<file path="src/rtl/mult_seg_disp.sv">
// Sequential shift-add multiplier with double-dabble BCD conversion and a multiplexed 7-segment display.
// Define LZB_EN to blank leading zero digits (digit 0 is always shown).
module mult_seg_disp #(
  parameter int N        = 4,
  parameter int D        = 3,
  parameter int SCAN_DIV = 1000
) (
  input  logic           clk,
  input  logic           rst,
  input  logic           start,
  input  logic [N-1:0]   a,
  input  logic [N-1:0]   b,
  output logic           busy,
  output logic           done,
  output logic [2*N-1:0] p,
  output logic [6:0]     s,
  output logic [D-1:0]   an
);

  localparam logic [1:0] IDLE = 2'd0;
  localparam logic [1:0] MUL  = 2'd1;
  localparam logic [1:0] BCD  = 2'd2;
  localparam logic [1:0] LOAD = 2'd3;

  localparam int CW = $clog2(2*N+1);
  localparam int SW = $clog2(SCAN_DIV);

  logic [1:0]     state_q, state_d;
  logic [CW-1:0]  cnt_q, cnt_d;
  logic [2*N-1:0] acc_q, acc_d;
  logic [2*N-1:0] mcand_q, mcand_d;
  logic [N-1:0]   mplier_q, mplier_d;
  logic [2*N-1:0] sh_q, sh_d;
  logic [4*D-1:0] bcd_q, bcd_d;
  logic [4*D-1:0] adj;
  logic [2*N-1:0] p_q, p_d;
  logic [4*D-1:0] disp_q, disp_d;
  logic           done_q, done_d;
  logic [SW-1:0]  scan_q, scan_d;
  logic [D-1:0]   an_q, an_d;
  logic [D-1:0]   lead_blank;
  logic [3:0]     sel_digit;
  logic           sel_blank;

  function automatic logic [6:0] glyph(input logic [3:0] dig);
    case (dig)
      4'd0:    glyph = 7'b1110111;
      4'd1:    glyph = 7'b0010010;
      4'd2:    glyph = 7'b1011101;
      4'd3:    glyph = 7'b1011011;
      4'd4:    glyph = 7'b0111010;
      4'd5:    glyph = 7'b1101011;
      4'd6:    glyph = 7'b1101111;
      4'd7:    glyph = 7'b1010010;
      4'd8:    glyph = 7'b1111111;
      4'd9:    glyph = 7'b1111011;
      default: glyph = 7'b0000000;
    endcase
  endfunction

  always_comb begin
    state_d  = state_q;
    cnt_d    = cnt_q;
    acc_d    = acc_q;
    mcand_d  = mcand_q;
    mplier_d = mplier_q;
    sh_d     = sh_q;
    bcd_d    = bcd_q;
    p_d      = p_q;
    disp_d   = disp_q;
    done_d   = 1'b0;
    adj      = bcd_q;
    case (state_q)
      IDLE: begin
        if (start) begin
          state_d  = MUL;
          cnt_d    = '0;
          acc_d    = '0;
          mcand_d  = {{N{1'b0}}, a};
          mplier_d = b;
        end
      end
      MUL: begin
        if (mplier_q[0]) acc_d = acc_q + mcand_q;
        mcand_d  = mcand_q << 1;
        mplier_d = mplier_q >> 1;
        cnt_d    = cnt_q + 1'b1;
        if (cnt_q == CW'(N-1)) begin
          state_d = BCD;
          cnt_d   = '0;
          sh_d    = acc_d;
          bcd_d   = '0;
        end
      end
      BCD: begin
        // Add 3 to every digit >= 5 before the shift so it carries correctly into the next digit.
        for (int i = 0; i < D; i++) begin
          if (bcd_q[4*i +: 4] >= 4'd5) adj[4*i +: 4] = bcd_q[4*i +: 4] + 4'd3;
        end
        bcd_d = (adj << 1) | {{(4*D-1){1'b0}}, sh_q[2*N-1]};
        sh_d  = sh_q << 1;
        cnt_d = cnt_q + 1'b1;
        if (cnt_q == CW'(2*N-1)) state_d = LOAD;
      end
      default: begin
        state_d = IDLE;
        p_d     = acc_q;
        disp_d  = bcd_q;
        done_d  = 1'b1;
      end
    endcase
  end

  always_comb begin
    scan_d = scan_q + 1'b1;
    an_d   = an_q;
    if (scan_q == SW'(SCAN_DIV-1)) begin
      scan_d = '0;
      an_d   = (an_q << 1) | (an_q >> (D-1));
    end
  end

  always_ff @(posedge clk) begin
    if (rst) begin
      state_q  <= IDLE;
      cnt_q    <= '0;
      acc_q    <= '0;
      mcand_q  <= '0;
      mplier_q <= '0;
      sh_q     <= '0;
      bcd_q    <= '0;
      p_q      <= '0;
      disp_q   <= '0;
      done_q   <= 1'b0;
      scan_q   <= '0;
      an_q     <= {{(D-1){1'b0}}, 1'b1};
    end else begin
      state_q  <= state_d;
      cnt_q    <= cnt_d;
      acc_q    <= acc_d;
      mcand_q  <= mcand_d;
      mplier_q <= mplier_d;
      sh_q     <= sh_d;
      bcd_q    <= bcd_d;
      p_q      <= p_d;
      disp_q   <= disp_d;
      done_q   <= done_d;
      scan_q   <= scan_d;
      an_q     <= an_d;
    end
  end

  // A digit is blanked when it and every digit above it are zero.
  always_comb begin
    lead_blank = '0;
`ifdef LZB_EN
    begin
      logic nz;
      nz = 1'b0;
      for (int i = D-1; i >= 0; i--) begin
        nz = nz | (disp_q[4*i +: 4] != 4'd0);
        lead_blank[i] = (i != 0) && !nz;
      end
    end
`endif
  end

  always_comb begin
    sel_digit = 4'd0;
    sel_blank = 1'b0;
    for (int i = 0; i < D; i++) begin
      if (an_q[i]) begin
        sel_digit = disp_q[4*i +: 4];
        sel_blank = lead_blank[i];
      end
    end
  end

  assign s    = sel_blank ? 7'b0000000 : glyph(sel_digit);
  assign an   = an_q;
  assign busy = (state_q != IDLE);
  assign done = done_q;
  assign p    = p_q;

endmodule

</file>
<file path="config.mk">
export PLATFORM = sky130hd
export DESIGN_NAME = mult_seg_disp
export DESIGN_NICKNAME = d
export VERILOG_FILES = /design/src/rtl/mult_seg_disp.sv
export SDC_FILE = /design/constraint.sdc
export NUM_CORES = 1
export LEC_CHECK = 0
export CELL_PAD_IN_SITES_DETAIL_PLACEMENT = 2
export CELL_PAD_IN_SITES_GLOBAL_PLACEMENT = 2
export CORE_MARGIN = 2
export CORE_UTILIZATION = 39
export CTS_BUF_LIST = sky130_fd_sc_hd__clkbuf_4 sky130_fd_sc_hd__clkbuf_8 sky130_fd_sc_hd__clkbuf_16
export DETAILED_ROUTE_END_ITERATION = 8
export PLACE_DENSITY_LB_ADDON = 0.1
export SYNTH_ARGS = -nofsm -noshare
export SYNTH_HDL_FRONTEND = slang
export SYNTH_SLANG_ARGS = --single-unit
</file>
<file path="constraint.sdc">
create_clock -name clk -period 3.3 [get_ports clk]
set_clock_uncertainty 0.1 [all_clocks]
set_input_delay 0.66 -clock clk [delete_from_list [all_inputs] [get_ports clk]]
set_output_delay 0.66 -clock clk [all_outputs]
set_load 0.02 [all_outputs]
</file>
==> reports/results.tsv, run 1 <==
stage	metric	value	unit
global_route	largest net degree at the start of global routing	36	
power	worst vdd ir	0.294	mV
clocking	CTS tree	built	
detailed_routing	mean routed wirelength per cell	18.0	um
setup_path	arrival time at the worst endpoint	2.40	ns
power	fraction of power consumed by the clock network	28.7	%
power	LEAKAGE	1.82	nW
final_layout	Layout area overhead	15.3	%
synth	sequential share of the synthesized area	38.8	%
setup_path	CP required	2.54	ns
sta	min cycle time layout	3.16	ns
clocking	TritonCTS Buffers	9	
global_route	gr usage total	21.6	%
power	internal power	1.79	mW
synth	Syn Inst Count	468	
power	Seq pwr share	40.3	%
die	die area	11400	sq um
worst_hold_path	Worst Hold Class	register to register	
final_layout	layout cells sized above 1	7.68	%
sta	Worst-Margin Slew	0.802	ns
power	pwr dens	581	nW/um^2
clocking	Clock Path Buffers	2	
die	Die H	107	um
detailed_routing	DRC Markers	0	
sta	RSZ-0062 raised after global routing	no	
global_route	first-pass GRT wire length	19700	um
detailed_routing	initial DRC count	79	
detailed_routing	Routed WL	11300	um
die	die width	107	um
setup_path	crit-path max cell delay	0.62	ns
sta	period utilization	95.6	%
sta	Setup TNS	0	ns
placed_design	dpl cells	617	
setup_path	crit path capture type	primary output	
outcome	status	complete, no violations	
die	Placeable Area	10300	sq um
global_route	met3 usage	2.86	%
die	Initial Util	40.1	%
sta	Peak Freq	317	MHz
global_route	met2 global-route usage	40.2	%
placed_design	gpl congestion	0.828	
power	switching part of the total	35.2	%
placed_design	HPWL after DPL	8290	um
clocking	hold-fix buffers at CTS	0	
setup_path	Crit. path cell count	8	
placed_design	Placement Setup Slack	0.233	ns
setup_path	sum of buffers and inverters on the critical path	2	
setup_path	CP cell instances	nand2_1 -> nor2_1 -> a21oi_1 -> o21ai_2 -> inv_1 -> ha_1 -> o21ai_1 -> clkdlybuf4s50_1	
setup_path	CP Max Fanout	7	
sta	final setup fails	0	
sta	Fin Hold WS	0.361	ns
clocking	clk sink count	80	
synth	register bit total from synthesis	80	
power	Comb pwr share	31.0	%
global_route	layer with the highest usage	met2	
worst_hold_path	hold depth	1	
setup_path	startpoint types	register	
clocking	clk_lat worst skew	0.35	ns
synth	leading area contributor after synthesis	dfxtp_1	
placed_design	PortBufs	30	
synth	top cells by area, synth	dfxtp_1, mux2i_1, ha_1	
sta	final hold viol count	0	
synth	Synth Cell Area	4120	sq um
sta	Slew Viols, Final	0	
setup_path	Slowest cell on crit path	clkdlybuf4s50_1	
synth	ys async rst share	0	%
die	Ports	31	
synth	Unique masters post-synth	62	
flow_run	Max Cap Violations	0	
detailed_routing	TritonRoute pass-1 iters	4	
setup_path	delay-heaviest family, CP	buffers and inverters	
die	row count	37	
final_layout	Filler cells	1152	
sta	relative slew slack	46.5	%
final_layout	most frequent cells in the layout	dfxtp_1, nor2_1, mux2i_1	
clocking	Post-CTS Setup Inserts	0	
clocking	Reg clk slew, reported paths	0.08	ns
global_route	grt met1 use	25.9	%
final_layout	most common cell after layout, fill and taps aside	dfxtp_1	
synth	syn_area_per_cell	8.81	sq um
global_route	initial antenna violation count	0	
setup_path	R2R cell count	7	
clocking	H-tree depth	3	
synth	Post-synth top flop	dfxtp_1	
detailed_routing	Vias	3496	
clocking	Clk Tree Root Cell	clkbuf_8	
final_layout	final non-filler cell total	631	
detailed_routing	Routed Antenna Nets	0	
synth	EDFF count, synth	0	
final_layout	ant diodes	0	
global_route	GRT overflow	0	
setup_path	WS Path Type	register to primary output	
sta	final worst setup slack	0.145	ns
power	Sw Pwr	0.973	mW
synth	Yosys warnings	0	
final_layout	Final nets	529	
detailed_routing	vias per inst	5.54	
synth	Syn Nets	505	
global_route	vias in the first global route	3859	
synth	Yosys top cell area share	38.8	%
-- state kept, by name, summed over array words and instances (netlist names) --
register	flops
bcd_q	12
state_q	2
mplier_q	4
an	3
cnt_q	4
p	8
acc_q	8
mcand_q	8
sh_q	8
disp_q	12
scan_q	10
done	1
-- path summary, 6_finish.rpt --
path / startpoint / endpoint / slack, ns
max: an[0]$_SDFFE_PP1P_ / s[6] / 0.14
min: scan_q[0]$_SDFF_PP0_ / scan_q[0]$_SDFF_PP0_ / 0.36
max reg2reg: acc_q[0]$_SDFFE_PP0P_ / sh_q[6]$_SDFFE_PP0P_ / 0.84
min reg2reg: scan_q[0]$_SDFF_PP0_ / scan_q[0]$_SDFF_PP0_ / 0.36
-- layout make-up --
class / instances / area (sq um) / area share (%)
Clock buffer: 10 / 138 / 2.90
Tap cell: 136 / 170 / 3.58
Timing Repair Buffer: 37 / 350 / 7.37
Inverter: 19 / 71.3 / 1.50
Multi-Input combinational cell: 345 / 2350 / 49.4
Sequential cell: 80 / 1600 / 33.7
Clock inverter: 4 / 70.1 / 1.47
-- per-layer routing --
metal	wire [um]	up-vias
li1	-	1697
met1	4990	1756
met2	5990	33
met3	203	10
met4	151	0
met5	0	-
-- power by group through the flow --
stage	Sequential, mW	Clock, mW	Combinational (mW)
after floorplan	1.10	0	0.632
after global placement	1.13	0	0.822
after detailed placement	1.14	0	0.861
after CTS	1.12	0.815	0.870
after global routing	1.13	0.852	0.948
final	1.11	0.793	0.857
-- Yosys cell counts (5+ instances only) --
cell and n:
a21oi_1 29, nand2_1 30, mux2i_1 35, clkbuf_1 10, dfxtp_1 80, nor2b_1 5, ha_1 25, o21ai_1 9
o21ai_0 6, a211oi_1 9, xnor2_1 11, a22oi_1 13, o211ai_1 7, nor2_1 70, nand3_1 8, xor2_1 6
nand2b_1 8, buf_1 5, nor3_1 8, buf_2 8, inv_1 16
-- logic make-up after synthesis --
kind of cell	count (synthesis)	share of synthesized area (%)
buf+inv	43	4.25
simple gates	152	16.9
fa+ha+maj	26	8.07
xor+xnor	17	3.61
mux	39	9.59
compound gates	111	18.7
flops	80	38.8
-- worst reg2reg max path: stages (launching register included) --
cell and delay, ns:
dfxtp_1 0.37, ha_1 0.25, fa_1 0.43, a211oi_2 0.38
nor3_1 0.15, or4_4 0.51, o211ai_2 0.08, a21oi_2 0.06
-- metrics by stage --
stage,power [mW],instance area (sq um),utilization [%]
after global routing,2.93,4750,46.3
after floorplan,1.74,4120,-
after global placement,1.95,4540,44.1
final,2.76,4750,46.3
after detailed placement,2.00,4540,44.1
after CTS,2.80,4750,46.2
-- timing repair --
action,4_1_cts,5_1_grt
pin swaps,0,0
gates resized for setup,2,3
setup endpoints to repair,5,7
(Power assumes the default switching activity.)
==> run 2, diff against run 1 <==
CELL_PAD_IN_SITES_DETAIL_PLACEMENT = unset   (was 2)
CELL_PAD_IN_SITES_GLOBAL_PLACEMENT = unset   (was 2)
CORE_UTILIZATION = 44   (was 39)
PLACE_DENSITY_LB_ADDON = unset   (was 0.1)
==> run 2 against run 1 <==
Effect of this change: via count decreased by 5.5%; sequential share of layout area increased by 0.080 points; combinational power decreased by 7.1%; critical path depth decreased by 2; clock power grew 12%; non-clock buffer count shrank 2; worst hold slack lost 0.0029 ns; die area decreased by 11%; sequential power is essentially flat; setup slack improved by 0.098 ns; final area fell by 0.16%; largest cell class unchanged; highest routed layer unchanged.
==> reports/results.tsv, run 2 (same netlist as run 1, synthesis figures left out) <==
stage	metric	value	unit	change
outcome	status	complete, no violations		
final_layout	Seq. cell area	1610	sq um	about the same
final_layout	area of the multi-input gates	2350	sq um	-0.16%
clocking	Clock Path Buffers	2		unchanged
placed_design	PortBufs	30		unchanged
setup_path	WS Path Type	register to primary output		
clocking	CTS tree	built		
placed_design	Placement Setup Slack	0.387	ns	+0.154 ns
clocking	TritonCTS Buffers	9		unchanged
flow_run	Max Cap Violations	0		unchanged
sta	final worst setup slack	0.242	ns	+0.0975 ns
sta	RSZ-0062 raised after global routing	no		
setup_path	CP required	2.54	ns	about the same
power	total power	2.81	mW	+1.8%
detailed_routing	Routed WL	9010	um	-20%
final_layout	most common cell after layout, fill and taps aside	dfxtp_1		
setup_path	crit path capture type	primary output		
final_layout	ant diodes	0		unchanged
power	LEAKAGE	1.83	nW	+0.37%
setup_path	CP Max Fanout	12		+5
global_route	vias in the first global route	3184		-17%
die	Die H	101	um	-5.6%
power	pwr dens	593	nW/um^2	+2.0%
final_layout	Regs by FF count	bcd_q x12, disp_q x12, scan_q x10		
clocking	clk sink count	80		unchanged
worst_hold_path	hold wc startpoint	scan_q[0]$_SDFF_PP0_		
sta	Slew Viols, Final	0		unchanged
sta	final hold viol count	0		unchanged
die	row count	35		-5.4%
worst_hold_path	Worst Hold Class	register to register		
sta	Peak Freq	327	MHz	+3.2%
setup_path	R2R Path Start	acc_q[0]$_SDFFE_PP0P_		
die	die width	101	um	-5.6%
sta	relative slew slack	50.8	%	+4.3 points
global_route	initial antenna violation count	0		unchanged
die	Initial Util	45.0	%	+4.9 points
detailed_routing	mean routed wirelength per cell	14.9	um	-17%
final_layout	Layout area overhead	15.1	%	
global_route	gr usage total	19.1	%	-2.6 points
placed_design	gpl congestion	0.812		-1.9%
sta	Worst-Margin Slew	0.738	ns	-0.0640 ns
power	worst vdd ir	0.232	mV	-21%
clocking	hold-fix buffers at CTS	0		unchanged
detailed_routing	DRC Markers	0		unchanged
setup_path	arrival time at the worst endpoint	2.30	ns	-0.10 ns
detailed_routing	vias per inst	5.45		-1.6%
final_layout	final non-filler cell total	606		-4.0%
die	die area	10200	sq um	-11%
global_route	GRT overflow	0		unchanged
global_route	first-pass GRT wire length	15400	um	-22%
clocking	Clk Tree Root Cell	clkbuf_8		
setup_path	startpoint types	register		
final_layout	Final nets	527		-0.38%
die	Placeable Area	9150	sq um	-11%
detailed_routing	Vias	3305		-5.5%
setup_path	Critical Path Source	an[2]$_SDFFE_PP0P_		
sta	min cycle time layout	3.06	ns	-0.0975 ns
detailed_routing	TritonRoute pass-1 iters	4		unchanged
clocking	clk_lat worst skew	0.35	ns	about the same
clocking	Reg clk slew, reported paths	0.08	ns	about the same
detailed_routing	initial DRC count	148		+87%
sta	period utilization	92.7	%	-3.0 points
clocking	H-tree depth	3		unchanged
final_layout	Filler cells	884		-23%
sta	Setup TNS	0	ns	unchanged
placed_design	dpl cells	590		-4.4%
final_layout	most frequent cells in the layout	dfxtp_1, nor2_1, mux2i_1		
setup_path	Reg2Reg Setup Slack	0.84	ns	about the same
placed_design	HPWL after DPL	6280	um	-24%
sta	final setup fails	0		unchanged
die	Ports	31		unchanged
detailed_routing	Routed Antenna Nets	0		unchanged
global_route	largest net degree at the start of global routing	49		+36%
final_layout	layout cells sized above 1	7.68	%	unchanged
==> run 2: per-stage QoR <==
stage / instance area [sq um] / utilization, % / hold slack [ns]
2_1_floorplan: 4120 / - / 0.318
3_3_place_gp: 4490 / 49.1 / 0.331
3_5_place_dp: 4490 / 49.1 / 0.338
4_1_cts: 4740 / 51.8 / 0.358
5_1_grt: 4750 / 51.9 / 0.387
6_report: 4750 / 51.9 / 0.358
==> run 2: power breakdown <==
group	switching [mW]	internal, mW	total, mW
logic	0.493	0.303	0.796
registers	0.0855	1.04	1.13
clock network	0.359	0.532	0.891
total	0.938	1.87	2.81
==> run 2: layout make-up <==
cell class	instances	area share, %
Sequential cell	80	33.8
Inverter	19	1.50
Clock inverter	5	2.19
Multi-Input combinational cell	345	49.4
Timing Repair Buffer	35	7.07
Clock buffer	11	3.06
Tap cell	111	2.93
==> run 2: critical path, stage by stage, from the launching register on <==
cell and delay (ns):
dfxtp_2 0.44, nor2b_1 0.17, a21o_1 0.25, inv_2 0.10, ha_1 0.20, o22ai_1 0.16
clkdlybuf4s50_1 0.62
==> run 2: repair_timing <==
item / CTS / global route
setup endpoints to repair: 1 / 6
gates resized for setup: 1 / 4
gates cloned: 0 / 0
buffers inserted: 0 / 0
==> run 2: worst paths after layout <==
path / end / cells after the start
max: s[3] / 6
min: scan_q[0]$_SDFF_PP0_ / 1
max reg2reg: sh_q[6]$_SDFFE_PP0P_ / 7
min reg2reg: scan_q[0]$_SDFF_PP0_ / 1
==> run 2: layer usage <==
| layer | wire (um) | track usage (%) |
|---|---|---|
| met1 | 4250 | 24.2 |
| met2 | 4330 | 32.1 |
| met3 | 235 | 4.02 |
| met4 | 198 | 6.74 |
| met5 | 0 | 0 |
==> run 3, diff against run 2 <==
CORE_ASPECT_RATIO = 0.5   (was unset)
==> run 3 against run 2 <==
Effect of this change: die area is 0.46% higher; largest cell class unchanged; core utilization is 2.7 points higher; critical endpoint is now s[6]; via count is 1.2% lower; non-clock buffer count is 1 higher; sequential power hardly changed; sequential cell count stayed put; power is 9.4% higher; first-iteration DRC count is 11% lower; sequential share of layout area is 0.78 points lower; clock power is 27% higher; register-to-register slack better by 0.14 ns.
==> reports/results.tsv, run 3 (same netlist as run 1, synthesis figures left out) <==
stage	metric	value	unit	change
outcome	status	complete, no violations		
worst_hold_path	hold wc startpoint	scan_q[0]$_SDFF_PP0_		
global_route	GRT overflow	0		unchanged
detailed_routing	TritonRoute pass-1 iters	4		unchanged
placed_design	dpl cells	597		+1.2%
power	worst vdd ir	0.299	mV	+29%
final_layout	Final nets	528		+0.19%
final_layout	Regs by FF count	bcd_q x12, disp_q x12, scan_q x10		
power	fraction of power consumed by the clock network	36.9	%	+5.2 points
power	switching part of the total	32.0	%	-1.3 points
clocking	post-CTS resize count	0		-1
placed_design	gpl congestion	0.870		+7.1%
setup_path	CP Max Fanout	11		-1
placed_design	HPWL after DPL	5980	um	-4.8%
setup_path	WS Path Type	register to primary output		
global_route	gr usage total	18.6	%	-0.45 points
setup_path	R2R cell count	7		unchanged
final_layout	Layout area overhead	17.7	%	
sta	RSZ-0062 raised after global routing	no		
detailed_routing	Routed WL	8830	um	-2.1%
worst_hold_path	hold depth	1		unchanged
sta	Fin Hold WS	0.347	ns	-0.0110 ns
clocking	Clock Path Buffers	2		unchanged
setup_path	arrival time at the worst endpoint	2.34	ns	+0.04 ns
global_route	largest net degree at the start of global routing	39		-20%
clocking	clk_lat worst skew	0.34	ns	about the same
clocking	Reg clk slew, reported paths	0.06	ns	-0.02 ns
power	LEAKAGE	1.88	nW	+2.5%
clocking	hold-fix buffers at CTS	0		unchanged
die	die width	141	um	+40%
detailed_routing	vias per inst	5.33		-2.3%
setup_path	reg-to-reg endpoint	sh_q[6]$_SDFFE_PP0P_		
detailed_routing	Routed Antenna Nets	0		unchanged
setup_path	CP required	2.54	ns	about the same
setup_path	startpoint types	register		
setup_path	Reg2Reg Setup Slack	0.98	ns	+0.14 ns
final_layout	most frequent cells in the layout	dfxtp_1, nor2_1, mux2i_1		
power	pwr dens	634	nW/um^2	+7.0%
final_layout	final non-filler cell total	613		+1.2%
clocking	CTS tree	built		
setup_path	R2R Path Start	acc_q[0]$_SDFFE_PP0P_		
worst_hold_path	Worst Hold Class	register to register		
clocking	TritonCTS Buffers	9		unchanged
global_route	vias in the first global route	3095		-2.8%
sta	Slew Viols, Final	0		unchanged
detailed_routing	initial DRC count	131		-11%
die	Placeable Area	8890	sq um	-2.9%
sta	relative slew slack	48.2	%	-2.6 points
detailed_routing	mean routed wirelength per cell	14.4	um	-3.2%
power	Sw Pwr	0.985	mW	+5.0%
detailed_routing	DRC Markers	0		unchanged
worst_hold_path	hold path endpoint	scan_q[0]$_SDFF_PP0_		
final_layout	most common cell after layout, fill and taps aside	dfxtp_1		
clocking	Post-CTS Setup Inserts	0		unchanged
sta	final hold viol count	0		unchanged
die	row count	24		-31%
detailed_routing	Vias	3266		-1.2%
final_layout	layout cells sized above 1	7.66	%	-0.015 points
power	Comb pwr share	26.5	%	-1.8 points
clocking	Clk Tree Root Cell	clkbuf_16		
placed_design	PortBufs	30		unchanged
placed_design	Placement Setup Slack	0.412	ns	+0.0252 ns
setup_path	crit path capture type	primary output		
power	internal power	2.09	mW	+12%
die	Die H	72.4	um	-28%
clocking	H-tree depth	3		unchanged
flow_run	Max Cap Violations	0		unchanged
global_route	initial antenna violation count	0		unchanged
sta	final worst setup slack	0.205	ns	-0.0377 ns
clocking	clk sink count	80		unchanged
die	die area	10200	sq um	+0.46%
sta	Setup TNS	0	ns	unchanged
sta	Worst-Margin Slew	0.777	ns	+0.0387 ns
die	Initial Util	46.4	%	+1.3 points
sta	final setup fails	0		unchanged
sta	Peak Freq	323	MHz	-1.2%
sta	min cycle time layout	3.10	ns	+0.0377 ns
global_route	first-pass GRT wire length	15100	um	-2.5%
final_layout	ant diodes	0		unchanged
sta	period utilization	93.8	%	+1.1 points
die	Ports	31		unchanged
power	Seq pwr share	36.6	%	-3.4 points
-- run 3: power groups by stage --
stage,Clock [mW],Sequential (mW),Combinational (mW)
after detailed placement,0,1.15,0.816
after CTS,1.16,1.13,0.819
after global routing,1.20,1.14,0.897
final,1.13,1.13,0.814
after floorplan,0,1.10,0.632
after global placement,0,1.14,0.817
-- run 3: through the flow --
stage / instance area (sq um) / utilization [%] / total power, mW
2_1_floorplan: 4120 / - / 1.74
3_3_place_gp: 4510 / 50.7 / 1.96
5_1_grt: 4850 / 54.6 / 3.24
3_5_place_dp: 4510 / 50.7 / 1.96
4_1_cts: 4850 / 54.5 / 3.10
6_report: 4850 / 54.6 / 3.08
-- run 3: area by class of cell --
class | count | area, sq um
timing repair buffer | 36 | 340
tap | 117 | 146
fill | 830 | 4040
multi-input combinational | 345 | 2350
clock inverter | 6 | 108
inverter | 19 | 71.3
sequential | 80 | 1600
clock buffer | 10 | 233
-- run 3: worst max-delay path by stage --
stage	cells past startpoint	slack [ns]	from	to
6_report	7	0.20	an[1]$_SDFFE_PP0P_	s[6]
5_1_grt	6	0.009	an[1]$_SDFFE_PP0P_	s[1]
4_1_cts	9	0.04	an[0]$_SDFFE_PP1P_	s[5]
3_5_place_dp	9	0.41	an[0]$_SDFFE_PP1P_	s[5]
3_3_place_gp	9	0.48	an[0]$_SDFFE_PP1P_	s[5]
2_1_floorplan	6	0.79	an[1]$_SDFFE_PP0P_	s[1]
-- run 3: worst max-delay path, stage by stage (launching register included) --
cell	delay (ns)
dfxtp_1	0.49
a21oi_1	0.12
a21o_1	0.28
ha_1	0.21
nor2b_1	0.11
o21ai_1	0.08
o21ai_1	0.08
clkdlybuf4s50_1	0.61
-- run 3: layer usage --
layer | global-route usage [%] | up-vias | share of wire [%]
li1 | - | 1702 | -
met1 | 25.7 | 1495 | 52
met2 | 28.3 | 59 | 41
met3 | 5.61 | 10 | 4.8
met4 | 5.89 | 0 | 1.3
met5 | 0 | - | 0
